File: src/rtl/counter_pkg.sv
// Shared definitions for the threshold counter: direction/mode encodings,
// the per-cycle action type and the bound-detection helper.
package counter_pkg;

    localparam logic DIR_UP    = 1'b1;
    localparam logic DIR_DOWN  = 1'b0;
    localparam logic MODE_WRAP = 1'b0;
    localparam logic MODE_SAT  = 1'b1;

    localparam int unsigned CNT_MAX_W         = 32;
    localparam int unsigned CNT_DEFAULT_WIDTH = 4;

    typedef enum logic [1:0] {
        ACT_HOLD  = 2'd0,
        ACT_CLEAR = 2'd1,
        ACT_LOAD  = 2'd2,
        ACT_STEP  = 2'd3
    } cnt_action_e;

    // True when a step in direction dir from count would cross the range edge;
    // callers zero-extend count and pass their real width.
    function automatic logic bound_hit(
        input logic [CNT_MAX_W-1:0] count,
        input logic                 dir,
        input int unsigned          width = CNT_DEFAULT_WIDTH
    );
        logic [CNT_MAX_W:0] lim_s;
        logic               hit_s;
        lim_s = ({{CNT_MAX_W{1'b0}}, 1'b1} << width) - {{CNT_MAX_W{1'b0}}, 1'b1};
        if (dir == DIR_UP) begin
            hit_s = (count == lim_s[CNT_MAX_W-1:0]);
        end else begin
            hit_s = (count == {CNT_MAX_W{1'b0}});
        end
        return hit_s;
    endfunction

endpackage

File: src/rtl/enable_prescaler.sv
// Divides enabled cycles by PRESCALE into single-cycle ticks; restart
// returns the phase to zero without producing a tick.
module enable_prescaler #(
    parameter int unsigned PRESCALE = 1
) (
    input  logic clk,
    input  logic reset,
    input  logic enable,
    input  logic restart,
    output logic tick
);

    generate
        if (PRESCALE <= 1) begin : g_pass
            logic unused_s;
            assign unused_s = ^{clk, reset, restart};
            assign tick     = enable;
        end else begin : g_div
            localparam int unsigned   PW   = $clog2(PRESCALE);
            localparam logic [PW-1:0] LAST = PW'(PRESCALE - 1);

            logic [PW-1:0] phase_q;
            logic [PW-1:0] phase_d;
            logic          last_s;

            assign last_s = (phase_q == LAST);
            assign tick   = enable & ~restart & last_s;

            // Phase advance, freeze on !enable, zero on restart
            always_comb begin
                phase_d = phase_q;
                if (restart) begin
                    phase_d = {PW{1'b0}};
                end else if (enable) begin
                    if (last_s) begin
                        phase_d = {PW{1'b0}};
                    end else begin
                        phase_d = phase_q + PW'(1);
                    end
                end else begin
                    phase_d = phase_q;
                end
            end

            // Phase register
            always_ff @(posedge clk or posedge reset) begin
                if (reset) begin
                    phase_q <= {PW{1'b0}};
                end else begin
                    phase_q <= phase_d;
                end
            end
        end
    endgenerate

endmodule

File: src/rtl/threshold_counter.sv
// Up/down counter with wrap/saturate modes, threshold compare, terminal-count
// pulse and sticky overflow, stepped by an optional enable prescaler.
module threshold_counter
    import counter_pkg::*;
#(
    parameter int unsigned WIDTH    = 4,
    parameter int unsigned PRESCALE = 1
) (
    input  logic             clk,
    input  logic             reset,
    input  logic             enable,
    input  logic             clear,
    input  logic             load,
    input  logic [WIDTH-1:0] load_value,
    input  logic             dir,
    input  logic             sat_mode,
    input  logic [WIDTH-1:0] threshold,
    output logic [WIDTH-1:0] count,
    output logic             valid,
    output logic             tc,
    output logic             overflow
);

    logic             tick_s;
    logic             restart_s;
    logic             at_bound_s;
    logic [WIDTH-1:0] step_s;
    cnt_action_e      action_s;

    logic [WIDTH-1:0] count_q;
    logic [WIDTH-1:0] count_d;
    logic             tc_q;
    logic             tc_d;
    logic             overflow_q;
    logic             overflow_d;

    assign restart_s = clear | load;

    enable_prescaler #(
        .PRESCALE (PRESCALE)
    ) u_prescaler (
        .clk     (clk),
        .reset   (reset),
        .enable  (enable),
        .restart (restart_s),
        .tick    (tick_s)
    );

    // Resolve clear > load > step > hold
    always_comb begin
        action_s = ACT_HOLD;
        if (clear) begin
            action_s = ACT_CLEAR;
        end else if (load) begin
            action_s = ACT_LOAD;
        end else if (tick_s) begin
            action_s = ACT_STEP;
        end else begin
            action_s = ACT_HOLD;
        end
    end

    // Candidate modulo step and bound detection for the current direction
    always_comb begin
        at_bound_s = bound_hit(CNT_MAX_W'(count_q), dir, WIDTH);
        if (dir == DIR_UP) begin
            step_s = count_q + WIDTH'(1);
        end else begin
            step_s = count_q - WIDTH'(1);
        end
    end

    // Next-state for count, tc and overflow; tc defaults low so it is a pulse
    always_comb begin
        count_d    = count_q;
        tc_d       = 1'b0;
        overflow_d = overflow_q;
        case (action_s)
            ACT_CLEAR: begin
                count_d    = {WIDTH{1'b0}};
                overflow_d = 1'b0;
            end
            ACT_LOAD: begin
                count_d = load_value;
            end
            ACT_STEP: begin
                if (at_bound_s) begin
                    // A blocked saturating step still counts as a bound event
                    tc_d       = 1'b1;
                    overflow_d = 1'b1;
                    if (sat_mode == MODE_SAT) begin
                        count_d = count_q;
                    end else begin
                        count_d = step_s;
                    end
                end else begin
                    count_d = step_s;
                end
            end
            ACT_HOLD: begin
                count_d = count_q;
            end
            default: begin
                count_d = count_q;
            end
        endcase
    end

    // State registers
    always_ff @(posedge clk or posedge reset) begin
        if (reset) begin
            count_q    <= {WIDTH{1'b0}};
            tc_q       <= 1'b0;
            overflow_q <= 1'b0;
        end else begin
            count_q    <= count_d;
            tc_q       <= tc_d;
            overflow_q <= overflow_d;
        end
    end

    assign count    = count_q;
    assign tc       = tc_q;
    assign overflow = overflow_q;
    assign valid    = (count_q > threshold);

endmodule

File: config.mk
export PLATFORM = sky130hd
export DESIGN_NAME = threshold_counter
export DESIGN_NICKNAME = d
export VERILOG_FILES = /design/src/rtl/counter_pkg.sv /design/src/rtl/enable_prescaler.sv /design/src/rtl/threshold_counter.sv
export SDC_FILE = /design/constraint.sdc
export NUM_CORES = 1
export LEC_CHECK = 0
export CORE_UTILIZATION = 37
export DETAILED_ROUTE_END_ITERATION = 8
export HOLD_SLACK_MARGIN = 0.05
export PLACE_DENSITY = 0.72
export SLEW_MARGIN = 40
export SYNTH_ARGS = -nofsm -noshare
export SYNTH_HDL_FRONTEND = slang
export SYNTH_HIERARCHICAL = 1
export SYNTH_SLANG_ARGS = --single-unit
File: constraint.sdc
create_clock -name clk -period 1.7 [get_ports clk]
set_input_delay 0.255 -clock clk [delete_from_list [all_inputs] [get_ports clk]]
set_output_delay 0.255 -clock clk [all_outputs]
set_load 0.005 [all_outputs]
==> results.txt, run 1 <==
* Outcome: finished, violations left
* Failing checks: negative setup slack
- Post-synthesis instance area: 561 µm²
- Share of the cycle needed by the critical path after routing: 111%
- Clock tree from TritonCTS: yes
- Areal power density over the cells: 574 nW/µm²
* Count of H-tree levels built during CTS: 1
- The final hold violation count was 0.
* Arrival time of the worst setup path: 2060 ps
- On the worst path, the slowest cell contributes a delay of 470 ps.
- In the routed design, unresolved DRC markers number 0.
* Average vias per placed instance: 5.38
- Post-synthesis average cell area: 8.62 µm²
- Final hold analysis gives a worst-case slack of 215 ps.
* Unrepaired setup endpoints after global routing: true
- Counting both buffers and inverters, the worst setup path holds a total of 1.
* Antenna violations before repair: 0
- I/O pin count: 22
- Site Rows: 13
* Finished Core Util: 74.6%
- For this block, the initial DRC count from the detailed router was 9.
- Initial standard-cell utilization of the core: 41.5%
* Layout Skew: 14.3 ps
* Kind of cell adding the most delay to the critical path: simple AND/OR/NAND/NOR gates
* HPWL after DPL: 1.14 mm
- After routing, the total negative slack on setup checks comes to -471 ps.
* Final worst path period need: 1880 ps
- Final Worst Setup Slack: -182 ps
- Clock Path Buffers: 2
* CTS Root Buffer Type: sky130_fd_sc_hd__clkbuf_4
- Max-cap violations in this run came to 0.
- Slew headroom: 78.8%
* Share of layout cells above drive strength 1: 31.4%
* Number of hold buffers added after cts: 0
- The die covers 1670 µm².
- Timing would allow up to 531 MHz.
- Vias: 630
- Of all nets on the critical path, the largest fanout is 6.
* All-layer global routing usage: 20.7%
- Origin of the critical flop-to-flop path: count[1]
* Worst setup path class: flop to flop
* Clock net sink count: 6
- Area inside the core boundary: 1350 µm²
- Routed len/inst: 13.0 µm
- The first TritonRoute pass finished after 4 iterations.
- STA puts the critical path data required time at 1870 ps.
- Leakage power: 0.458 nW
- After detailed routing, the total wire length is 1.52 mm.
- The number of nets handed over by synthesis was 87.
* Antenna Nets Post-Route: 0
- Measured along the x axis, the die boundary spans 40.9 µm.
- The count of buffers added on input and output ports is 21.
* Final antenna diode count: 0
* Total grt overflow: 0
- Area of all placed cells without fillers: 1010 µm²
- The critical path starts at count[1].
- After detailed placement, the total cell area comes to 870 µm².
- STA classifies the critical path startpoint as a flop.
- Fill cells in the final layout number 95.
- Pin count of the biggest net entering global routing: 9
- Max-slew violations: 0
- Number of global-route vias before repair: 522
* Critical path endpoint category: flop
* Register clock-pin slew on the reported worst setup and hold paths: 60 ps
- The cell count after synthesis came out at 65.
- Cell-by-cell trace of the critical path: buf_6 > or4_4 > mux2_4 > or4_1 > nand3_1
- Total power for the finished layout comes to 578 µW.
- In this run the worst hold path is classified as primary input to async pin.
- The first global-routing pass estimated 2.24 mm of wire.
* Number of buffers added by the clock tree synthesis step: 3
- Clk_lat worst skew: 250 ps
- YS warnings: 6
- Area added between synthesis and finish: 79.7%
- At the end of the flow, the number of nets in the layout was 125.
- The die is 40.9 µm tall.
* Weighted congestion reported at the end of routability-driven placement: 0.808
* Transition time at the pin with the least slew margin: 317 ps
- Slowest-stage cell, CP: sky130_fd_sc_hd__or4_1
- Final setup violating endpoints: 4
* VDD IR max: 0.000586 V
## flip-flops by register name, summed over array words and instances (netlist names)
register / count
count: 4
tc: 1
overflow: 1
## layout by cell type (no fill, tap or decap), drive strengths merged, types with 2 or more instances in the layout
| master | instances |
|---|---|
| nor2 | 5 |
| nand2 | 2 |
| a221oi | 2 |
| nand4 | 2 |
| clkbuf | 4 |
| buf | 15 |
| dfrtp | 6 |
| ha | 6 |
| nand3 | 2 |
| or4 | 2 |
| nor4 | 2 |
| a21oi | 3 |
| nor2b | 2 |
| inv | 9 |
| xor2 | 2 |
| clkdlybuf4s50 | 18 |
| a22oi | 2 |
| o21a | 3 |
## layer usage
metal	global-route usage (%)	up-vias	share of wire, %	wire (µm)
li1	-	314	-	-
met1	26.9	294	44	663
met2	34.0	22	51	779
met3	8.15	0	4.8	73
met4	0	0	0	0
met5	0	-	0	0
## path summary, 6_finish.rpt
check / end / cells past startpoint / slack, ps
worst max-delay path: count[0] / 5 / -180
worst min-delay path: count[3] / 2 / 210
worst max register to register: count[0] / 5 / -180
worst min register to register: overflow / 1 / 480
max in group asynchronous: overflow / 2 / 1280
min in group clk: overflow / 1 / 480
## per-stage QoR
stage | setup WS (ps) | std cells
2_1_floorplan | -91.0 | 65
3_3_place_gp | -614 | 111
3_5_place_dp | -641 | 111
4_1_cts | -246 | 116
5_1_grt | -212 | 117
6_report | -182 | 117
## power breakdown
part / internal (mW) / leakage [nW] / switching, mW
clock: 0.0893 / 0.0150 / 0.0572
sequential: 0.154 / 0.0786 / 0.0102
combinational: 0.155 / 0.365 / 0.112
total: 0.398 / 0.458 / 0.180
## timing repair
| action | in CTS | in global routing |
|---|---|---|
| hold endpoints to repair | 0 | 0 |
| buffers inserted | 1 | 1 |
| gates resized for setup | 12 | 13 |
| pin swaps | 4 | 7 |
| setup endpoints to repair | 6 | 6 |
## worst reg2reg max path: cells and delay by family (launching register included)
kind	cells	cell delay, ps
AND/OR/NAND/NOR	3	950
flip-flops	1	430
multiplexers	1	280
buffers and inverters	1	140
## area by class of cell
class                      instances  area (µm²)  share of cell area [%]
clock buffer                       4        26.3                    2.61
inverter                           9        33.8                    3.35
multi-input combinational         48         458                    45.5
sequential                         6         151                    15.0
tap                               15        18.8                    1.86
timing repair buffer              35         319                    31.7
Power figures use the tool's default switching activity.
==> run 2: changes to the inputs <==
- CELL_PAD_IN_SITES_DETAIL_PLACEMENT: default -> 1
- CELL_PAD_IN_SITES_GLOBAL_PLACEMENT: default -> 1
- CORE_UTILIZATION: 37 -> 27
- CTS_BUF_LIST: default -> sky130_fd_sc_hd__clkbuf_4 sky130_fd_sc_hd__clkbuf_8 sky130_fd_sc_hd__clkbuf_16
- PLACE_DENSITY: 0.72 -> default
- PLACE_DENSITY_LB_ADDON: default -> 0.1
==> results.txt, run 2 (same netlist as run 1, synthesis figures left out) <==
- Finished Core Util: 53.0%
- The clock arrives with 6.40 ps of skew.
- Share of the cycle needed by the critical path after routing: 109%
- In the final routed layout, each cell accounts on average for 14.9 µm.
- The congestion estimate from routability-driven global placement came to 0.802.
- Clock Path Buffers: 2
* Number of buffers added by the clock tree synthesis step: 3
- The tool flagged a number of max-cap violations equal to 0.
- Leaving out fill and tap cells, the most frequent cell in the layout is sky130_fd_sc_hd__clkdlybuf4s50_1.
- Area of placed instances: 877 µm²
* Arrival time of the worst setup path: 1600 ps
* Max-slew violations: 0
- Register clock-pin slew on the reported worst setup and hold paths: 50 ps
- The core region is 1960 µm².
- Dividing the detail-routed via count by the number of cells gives 5.02.
* Outcome: finished, violations left
* Worst hold-check slack: 228 ps
* Vias: 647
- Summed over all nets, the half-perimeter wirelength after detailed placement is 1.31 mm.
* Die width: 47.6 µm
- Initial standard-cell utilization of the core: 28.6%
- Registers take 151 µm².
- Net switching component of the power: 187 µW
* Origin of the critical flop-to-flop path: count[1]
* Transition time at the pin with the least slew margin: 321 ps
- With fillers left out, the area of the finished cells amounts to 1040 µm².
* Final setup violating endpoints: 4
- Startpoint class of the critical path: flop
- Power spread over the standard cell area amounts to 581 nW/µm².
- Share of layout cells above drive strength 1: 35.3%
* Area occupied by multi-input gates: 468 µm²
- Count of H-tree levels built during CTS: 1
- Clock share of power: 26.6%
* Number of cell instances on the worst register-to-register path: 5
* Maximum fanout count along the critical path: 2
* Cell count after placement: 122
- Pin count of the biggest net entering global routing: 10
* Number of nets in the layout: 125
* Highest-count cells in the layout ignoring fill and taps: sky130_fd_sc_hd__clkdlybuf4s50_1, sky130_fd_sc_hd__buf_4, sky130_fd_sc_hd__inv_1
* Overall power after layout: 604 µW
- VDD IR max: 0.000408 V
- Iteration count of the initial detailed-routing pass: 2
* Antenna Nets Post-Route: 0
- CTS saw 6 sinks.
- For this run, the number of standard cells in the final layout without fillers is 129.
* Clock tree from TritonCTS: yes
* Net switching share of the total power: 31.0%
* Setup Slack @ Placement: -636 ps
- The later pin in the worst-skew pair is clocked with a latency of 250 ps.
- The worst setup path is of the flop to output pin kind.
- In this run the static leakage power is 0.468 nW.
* Total grt overflow: 0
- Final antenna diode count: 0
* Site Rows: 16
* Number of flip-flops in the largest register: 4
- Across all setup checks in the final design, the least slack found is -159 ps.
- The worst pin sits at a relative slew slack of 78.5%.
- The number of global-route vias before repair is 607.
- Data required time of the worst path: 1440 ps
- Number of hold buffers added after cts: 0
- Global routing consumed, over all layers together, 17.2% of the routing resources.
- Unrepaired setup endpoints after global routing: true
- The checks that failed: negative setup slack.
* Classification of the worst-slack hold path: primary input to async pin
- The worst setup path is captured at an output pin.
- Measured along the y axis, the die boundary spans 47.6 µm.
- Final-report hold violation count: 0
- Achievable Freq: 538 MHz
- The initial antenna violation count is 0.
- For this run, design rule violations remaining after detail routing come to 0.
* Global-route wire length before repair: 2.65 mm
* Die Outline Area: 2260 µm²
- The detailed router finished its first iteration with 2 violations.
- Internal power comes to 417 µW.
* Total negative setup slack: -325 ps
- Portion of total power attributed to combinational logic: 46.1%
- Worst reg-to-reg setup slack: -90 ps
- During placement, the flow inserted port buffers numbering 21.
* Sequential share of power: 27.3%
- Final worst path period need: 1860 ps
- Area added between synthesis and finish: 85.5%
- CTS Root Buffer Type: sky130_fd_sc_hd__clkbuf_4
* Number of fill cells in the layout: 257
* End of the worst register-to-register path: count[0]
- Wire length reported by the detailed router: 1.92 mm
- 22 I/O pins were placed.
==> run 2: how the worst max path moves through the flow <==
stage	startpoint	to	cells after the start
2_1_floorplan	count[2]	count[0]	4
3_3_place_gp	threshold[1]	valid	8
3_5_place_dp	threshold[1]	valid	8
4_1_cts	count[1]	valid	6
5_1_grt	count[1]	valid	6
6_report	count[1]	valid	6
==> run 2: worst max-delay path, stage by stage, from the launching register on <==
cell and delay [ps]:
sky130_fd_sc_hd__dfrtp_2 430, sky130_fd_sc_hd__ha_4 220, sky130_fd_sc_hd__nor2b_4 120, sky130_fd_sc_hd__o21a_1 160, sky130_fd_sc_hd__o21a_1 160, sky130_fd_sc_hd__o21a_1 150
sky130_fd_sc_hd__buf_2 120
==> run 2: final cells by class <==
type / instances / share of cell area, %
Tap cell: 27 / 3.25
Multi-Input combinational cell: 48 / 45.0
Clock buffer: 4 / 2.89
Sequential cell: 6 / 14.6
Timing Repair Buffer: 35 / 31.0
Inverter: 9 / 3.25
==> run 2: layer usage <==
metal	track usage, %	share of wire [%]	vias to the layer above
met5	0	0	-
li1	-	-	315
met4	0	0	0
met3	5.66	4.1	0
met1	22.4	43	314
met2	29.6	53	18
==> run 2: what timing repair did <==
item / in CTS / in global routing
endpoints found under the setup margin: 6 / 6
pin swaps: 6 / 6
gates resized for setup: 13 / 16
setup buffers: 1 / 2
==> run 2: power by group through the flow <==
stage	registers [mW]	logic (mW)	clock network, mW
2_1_floorplan	0.171	0.0959	0
3_3_place_gp	0.166	0.221	0
3_5_place_dp	0.166	0.224	0
4_1_cts	0.165	0.239	0.166
5_1_grt	0.166	0.306	0.170
6_report	0.165	0.278	0.161
